$ cat src/rtl/ebi_pkg.sv
// Shared types for the multiplexed 16-bit EBI initiator used to load the display memories.
package ebi_pkg;

  localparam int EBI_AD_W = 16;
  localparam int BANK_W   = 3;

  typedef enum logic [BANK_W-1:0] {
    BANK_OAM     = 3'd0,
    BANK_SPRITE  = 3'd1,
    BANK_TILE    = 3'd2,
    BANK_PALETTE = 3'd3,
    BANK_TAM     = 3'd4
  } bank_e;

  typedef enum logic [2:0] {
    IDLE,
    ADDR,
    ADDR_HOLD,
    STROBE,
    HOLD
  } ebi_state_e;

  typedef struct packed {
    logic                write;
    logic [BANK_W-1:0]   bank;
    logic [EBI_AD_W-1:0] addr;
    logic [EBI_AD_W-1:0] wdata;
  } ebi_req_t;

endpackage

$ cat src/rtl/ebi_master.sv
// EBI bus initiator: one request at a time, sequenced through address-latch,
// strobe and hold phases; single-word reads return data on a response pulse.
module ebi_master
  import ebi_pkg::*;
#(
  parameter int ALE_CYCLES    = 2,
  parameter int STROBE_CYCLES = 2,
  parameter int HOLD_CYCLES   = 1,
  parameter int CNT_W         = 4
) (
  input  logic                clk,
  input  logic                reset,
  input  logic                req_valid,
  output logic                req_ready,
  input  logic                req_write,
  input  logic [BANK_W-1:0]   req_bank,
  input  logic [EBI_AD_W-1:0] req_addr,
  input  logic [EBI_AD_W-1:0] req_wdata,
  output logic                rsp_valid,
  output logic [EBI_AD_W-1:0] rsp_rdata,
  output logic                busy,
  output logic [EBI_AD_W-1:0] EBI_AD_o,
  output logic                EBI_AD_oe,
  input  logic [EBI_AD_W-1:0] EBI_AD_i,
  output logic                EBI_ALE,
  output logic                EBI_WE,
  output logic                EBI_RE,
  output logic [BANK_W-1:0]   bank_select
);

  localparam logic [CNT_W-1:0] ALE_LD    = CNT_W'(ALE_CYCLES - 1);
  localparam logic [CNT_W-1:0] STROBE_LD = CNT_W'(STROBE_CYCLES - 1);
  localparam logic [CNT_W-1:0] HOLD_LD   = CNT_W'(HOLD_CYCLES - 1);

  ebi_state_e          state, state_nxt;
  logic [CNT_W-1:0]    cnt, cnt_nxt;
  ebi_req_t            req_q, req_cur;
  logic                accept;
  logic                sample;
  logic                ale_nxt, we_nxt, re_nxt, oe_nxt;
  logic [EBI_AD_W-1:0] ad_nxt;

  assign req_ready = (state == IDLE) && !reset;
  assign accept    = req_valid && req_ready;

  always_ff @(posedge clk or posedge reset) begin
    if (reset) begin
      state <= IDLE;
      cnt   <= '0;
      req_q <= '0;
    end else begin
      state <= state_nxt;
      cnt   <= cnt_nxt;
      req_q <= req_cur;
    end
  end

  always_comb begin
    state_nxt = state;
    cnt_nxt   = cnt;
    req_cur   = req_q;
    if (accept) begin
      req_cur = '{write: req_write, bank: req_bank, addr: req_addr, wdata: req_wdata};
    end

    case (state)
      IDLE: begin
        if (accept) begin
          state_nxt = ADDR;
          cnt_nxt   = ALE_LD;
        end
      end
      ADDR: begin
        if (cnt == '0) begin
          state_nxt = ADDR_HOLD;
          cnt_nxt   = '0;
        end else begin
          cnt_nxt = cnt - CNT_W'(1);
        end
      end
      ADDR_HOLD: begin
        state_nxt = STROBE;
        cnt_nxt   = STROBE_LD;
      end
      STROBE: begin
        if (cnt == '0) begin
          state_nxt = HOLD;
          cnt_nxt   = HOLD_LD;
        end else begin
          cnt_nxt = cnt - CNT_W'(1);
        end
      end
      HOLD: begin
        if (cnt == '0) begin
          state_nxt = IDLE;
          cnt_nxt   = '0;
        end else begin
          cnt_nxt = cnt - CNT_W'(1);
        end
      end
      default: begin
        state_nxt = IDLE;
        cnt_nxt   = '0;
      end
    endcase

    // Read data is captured on the edge that closes the last strobe cycle.
    sample = (state == STROBE) && (cnt == '0) && !req_q.write;

    // Bus outputs are a registered decode of the state being entered.
    ale_nxt = (state_nxt == ADDR);
    we_nxt  = !((state_nxt == STROBE) && req_cur.write);
    re_nxt  = !((state_nxt == STROBE) && !req_cur.write);
    oe_nxt  = 1'b0;
    ad_nxt  = EBI_AD_o;
    case (state_nxt)
      ADDR, ADDR_HOLD: begin
        oe_nxt = 1'b1;
        ad_nxt = req_cur.addr;
      end
      STROBE, HOLD: begin
        if (req_cur.write) begin
          oe_nxt = 1'b1;
          ad_nxt = req_cur.wdata;
        end
      end
      default: ;
    endcase
  end

  always_ff @(posedge clk or posedge reset) begin
    if (reset) begin
      EBI_ALE     <= 1'b0;
      EBI_WE      <= 1'b1;
      EBI_RE      <= 1'b1;
      EBI_AD_oe   <= 1'b0;
      EBI_AD_o    <= '0;
      bank_select <= '0;
      rsp_valid   <= 1'b0;
      rsp_rdata   <= '0;
      busy        <= 1'b0;
    end else begin
      EBI_ALE   <= ale_nxt;
      EBI_WE    <= we_nxt;
      EBI_RE    <= re_nxt;
      EBI_AD_oe <= oe_nxt;
      EBI_AD_o  <= ad_nxt;
      busy      <= (state_nxt != IDLE);
      rsp_valid <= sample;
      if (sample) rsp_rdata <= EBI_AD_i;
      if (accept) bank_select <= req_cur.bank;
    end
  end

endmodule
$ cat config.mk
export PLATFORM = sky130hd
export DESIGN_NAME = ebi_master
export DESIGN_NICKNAME = d
export VERILOG_FILES = /design/src/rtl/ebi_pkg.sv /design/src/rtl/ebi_master.sv
export SDC_FILE = /design/constraint.sdc
export NUM_CORES = 1
export LEC_CHECK = 0
export CAP_MARGIN = 20
export CORE_ASPECT_RATIO = 1.2
export CORE_UTILIZATION = 45
export DETAILED_ROUTE_END_ITERATION = 6
export GPL_ROUTABILITY_DRIVEN = 0
export PLACE_DENSITY = 0.75
export SLEW_MARGIN = 15
export SYNTH_ARGS = -nofsm -noshare
export SYNTH_HDL_FRONTEND = slang
export SYNTH_SLANG_ARGS = --single-unit
$ cat constraint.sdc
create_clock -name clk -period 9 [get_ports clk]
set_clock_uncertainty 0.2 [all_clocks]
set_input_delay 2.7 -clock clk [delete_from_list [all_inputs] [get_ports clk]]
set_output_delay 2.7 -clock clk [all_outputs]
set_load 0.005 [all_outputs]
==> results.json <==
{
  "crit_fanout": 4,
  "path_buf_inv": 2,
  "rows": 35,
  "finalHoldViolations": 0,
  "dr.pass1.iters": 7,
  "status": "finished with violations",
  "nNetsFinal": 476,
  "cts_made_buffers": 9,
  "dp_hpwl_mm": 5.427,
  "crit_type": "in2out",
  "cpLargestDelayFamily": "buffers and inverters",
  "setup_viol": 0,
  "first_global_vias": 2646,
  "area_delta_synth_final_pct": 33.30,
  "ys_seq_area_frac": 0.5568,
  "n_antenna_cell": 0,
  "arrival_ns": 3.83,
  "fin_hold_ws_ns": 0.2778,
  "path_common_cell": "clkdlybuf4s50_1",
  "ios": 97,
  "synthCells": 329,
  "ys_types": 42,
  "grt_max_degree": 82,
  "post-route-drc-count": 18,
  "vias_per_cell": 5.397,
  "grtUsageTotal": 0.1976,
  "root_buffer": "clkbuf_8",
  "drive_gt1_frac": 0.1085,
  "dr.first_iter.drc_count": 263,
  "cts_setup_buffers": 0,
  "syn_area_mm2": 0.003645,
  "num_vias": 2785,
  "rsz0062_at_grt": "false",
  "crit_slowest_cell": "clkdlybuf4s50_1",
  "antenna_found_initial": 0,
  "slowest_delay_ns": 0.52,
  "initial_core_util": 0.4702,
  "htree_levels": 3,
  "fin_tns_setup_ns": 0,
  "required_ns": 6.10,
  "peakVddDrop_mv": 0.1548,
  "max_slew_margin": 0.2886,
  "syn_avg_cell_area_um2": 11.08,
  "grt_first_pass_wirelength_mm": 12.99,
  "synth-seq-cells": 81,
  "clock_latency_ns": 0.34,
  "fin_util": 0.6268,
  "routed_wl_mm": 8.097,
  "ant_nets": 0,
  "fin_cells": 516,
  "min_period_over_period": 0.7482,
  "cts_tree": "built",
  "p_per_area_mw_per_mm2": 335.0,
  "synth_fp_nets": 386,
  "endpoint_kind": "output port",
  "die_w_um": 84.16,
  "crit_path_cell_trace": "clkdlybuf4s50_1 > nor2_1 > clkdlybuf4s50_1",
  "clkSlewWorstSetupHoldPaths_ns": 0.07,
  "p_leak_nw": 2.191,
  "core_area_mm2": 0.007751,
  "slew_violations": 0,
  "clock.fmax_ghz": 0.1485,
  "final_common_cell": "clkdlybuf4s50_1",
  "violations": "design-rule violations",
  "tightest_slew_ns": 1.061,
  "hp-class": "reg2reg",
  "io_buffers": 96,
  "postCtsHoldBufs": 0,
  "grt_overflow": 0,
  "layout_setup_ws_ns": 2.266,
  "cts.sinks": 81,
  "min_period_ns": 6.734,
  "worst_setup_path_start_kind": "input pin",
  "clk_path_buf_depth": 2,
  "final_cell_mix": "clkdlybuf4s50_1 (96), dfrtp_1 (79), nand2_1 (65), inv_1 (36)",
  "synth_warnings": 0,
  "dieArea_mm2": 0.008465,
  "maxCapViolCount": 0,
  "n_fill_cell": 629,
  "dp_worst_setup_slack_ns": 2.275,
  "cts_resized": 0,
  "detail_route.wl_per_cell_um": 15.69,
  "die_h_um": 100.6,
  "placedCellCount": 499
}
## cell usage after synthesis
master | count | area, µm²
dfrtp_1 | 79 | 1977
nand2_1 | 65 | 244.0
inv_1 | 37 | 138.9
a222oi_1 | 16 | 160.2
mux2i_1 | 16 | 160.2
nand4b_1 | 16 | 140.1
o31ai_1 | 16 | 120.1
mux2_2 | 14 | 157.7
clkbuf_1 | 9 | 33.78
buf_2 | 8 | 40.04
nor2_1 | 7 | 26.28
a21oi_1 | 3 | 15.01
nand2b_1 | 3 | 18.77
nor2b_1 | 3 | 18.77
nor3_1 | 3 | 15.01
buf_4 | 2 | 15.01
buf_6 | 2 | 22.52
dfstp_2 | 2 | 52.55
ha_1 | 2 | 25.02
mux2_1 | 2 | 22.52
nand3_1 | 2 | 10.01
xor2_1 | 2 | 17.52
a2111oi_0 | 1 | 8.760
a211oi_1 | 1 | 7.510
a221oi_1 | 1 | 8.760
a31oi_4 | 1 | 21.27
a32oi_1 | 1 | 8.760
and2_1 | 1 | 6.260
and3_1 | 1 | 6.260
clkinv_1 | 1 | 3.750
nand4_2 | 1 | 12.51
nor2_8 | 1 | 20.02
nor3b_2 | 1 | 12.51
o21a_1 | 1 | 7.510
o21ai_0 | 1 | 5.000
o311ai_4 | 1 | 26.28
o31ai_2 | 1 | 12.51
o32ai_1 | 1 | 8.760
or2_2 | 1 | 6.260
or3_4 | 1 | 11.26
or3b_4 | 1 | 11.26
xnor2_1 | 1 | 8.760
## per-layer routing
metal,vias up,share of wire,global-route usage
met5,-,0,0
met4,0,0.013,0.08488
met3,9,0.053,0.04423
met2,81,0.50,0.3285
met1,1375,0.43,0.2501
li1,1320,-,-
## registers in the layout, indices dropped and copies added (netlist names)
| signal | count |
|---|---|
| bank_select | 3 |
| rsp_valid | 1 |
| EBI_ALE | 1 |
| req_q | 33 |
| busy | 1 |
| EBI_RE | 1 |
| state | 3 |
| EBI_WE | 1 |
| rsp_rdata | 16 |
| EBI_AD_oe | 1 |
| EBI_AD_o | 16 |
| cnt | 4 |
## logic make-up after synthesis
logic type               share of synthesized area
AO/OA/AOI/OAI                               0.1126
XOR/XNOR                                  0.007210
flip-flops                                  0.5568
buffers and inverters                      0.06968
adder cells (fa/ha/maj)                   0.006865
AND/OR/NAND/NOR                             0.1535
multiplexers                               0.09337
## power by group
group	internal (mW)	switching [mW]
clock	0.128	0.127
combinational	0.385	0.341
sequential	0.547	0.100
## final timing paths
path	start	end	slack (ns)	depth (start not counted)
min	req_q[8]	req_q[8]	0.28	2
max	reset	req_ready	2.27	3
min reg2reg	req_q[8]	req_q[8]	0.28	2
max in group asynchronous	reset	bank_select[1]	5.41	4
max reg2reg	state[2]	EBI_AD_o[5]	6.42	5
min in group asynchronous	reset	EBI_AD_o[12]	2.62	3
## metrics by stage
stage                     instance area (µm²)  total power [mW]
after detailed placement                 4643             1.379
after global placement                   4643             1.352
final                                    4858             1.628
after CTS                                4831             1.639
after floorplan                          3645             1.075
after global routing                     4858             1.746
## worst reg2reg max path, delay by kind of cell (launching register included)
kind / cells / cell delay (ns)
and+or+nand+nor: 2 / 0.35
DFF: 1 / 0.69
buffers and inverters: 1 / 0.23
AOI/OAI and AO/OA: 2 / 0.94
## final cells by class
| class | instances | area [µm²] | area share |
|---|---|---|---|
| timing repair buffer | 100 | 1011 | 0.2081 |
| sequential | 81 | 2029 | 0.4177 |
| multi-input combinational | 189 | 1371 | 0.2823 |
| clock buffer | 11 | 131.4 | 0.02704 |
| inverter | 38 | 143.9 | 0.02962 |
| tap | 92 | 115.1 | 0.02369 |
| clock inverter | 5 | 56.30 | 0.01159 |
Note: power is estimated with default switching activity, not from simulation.
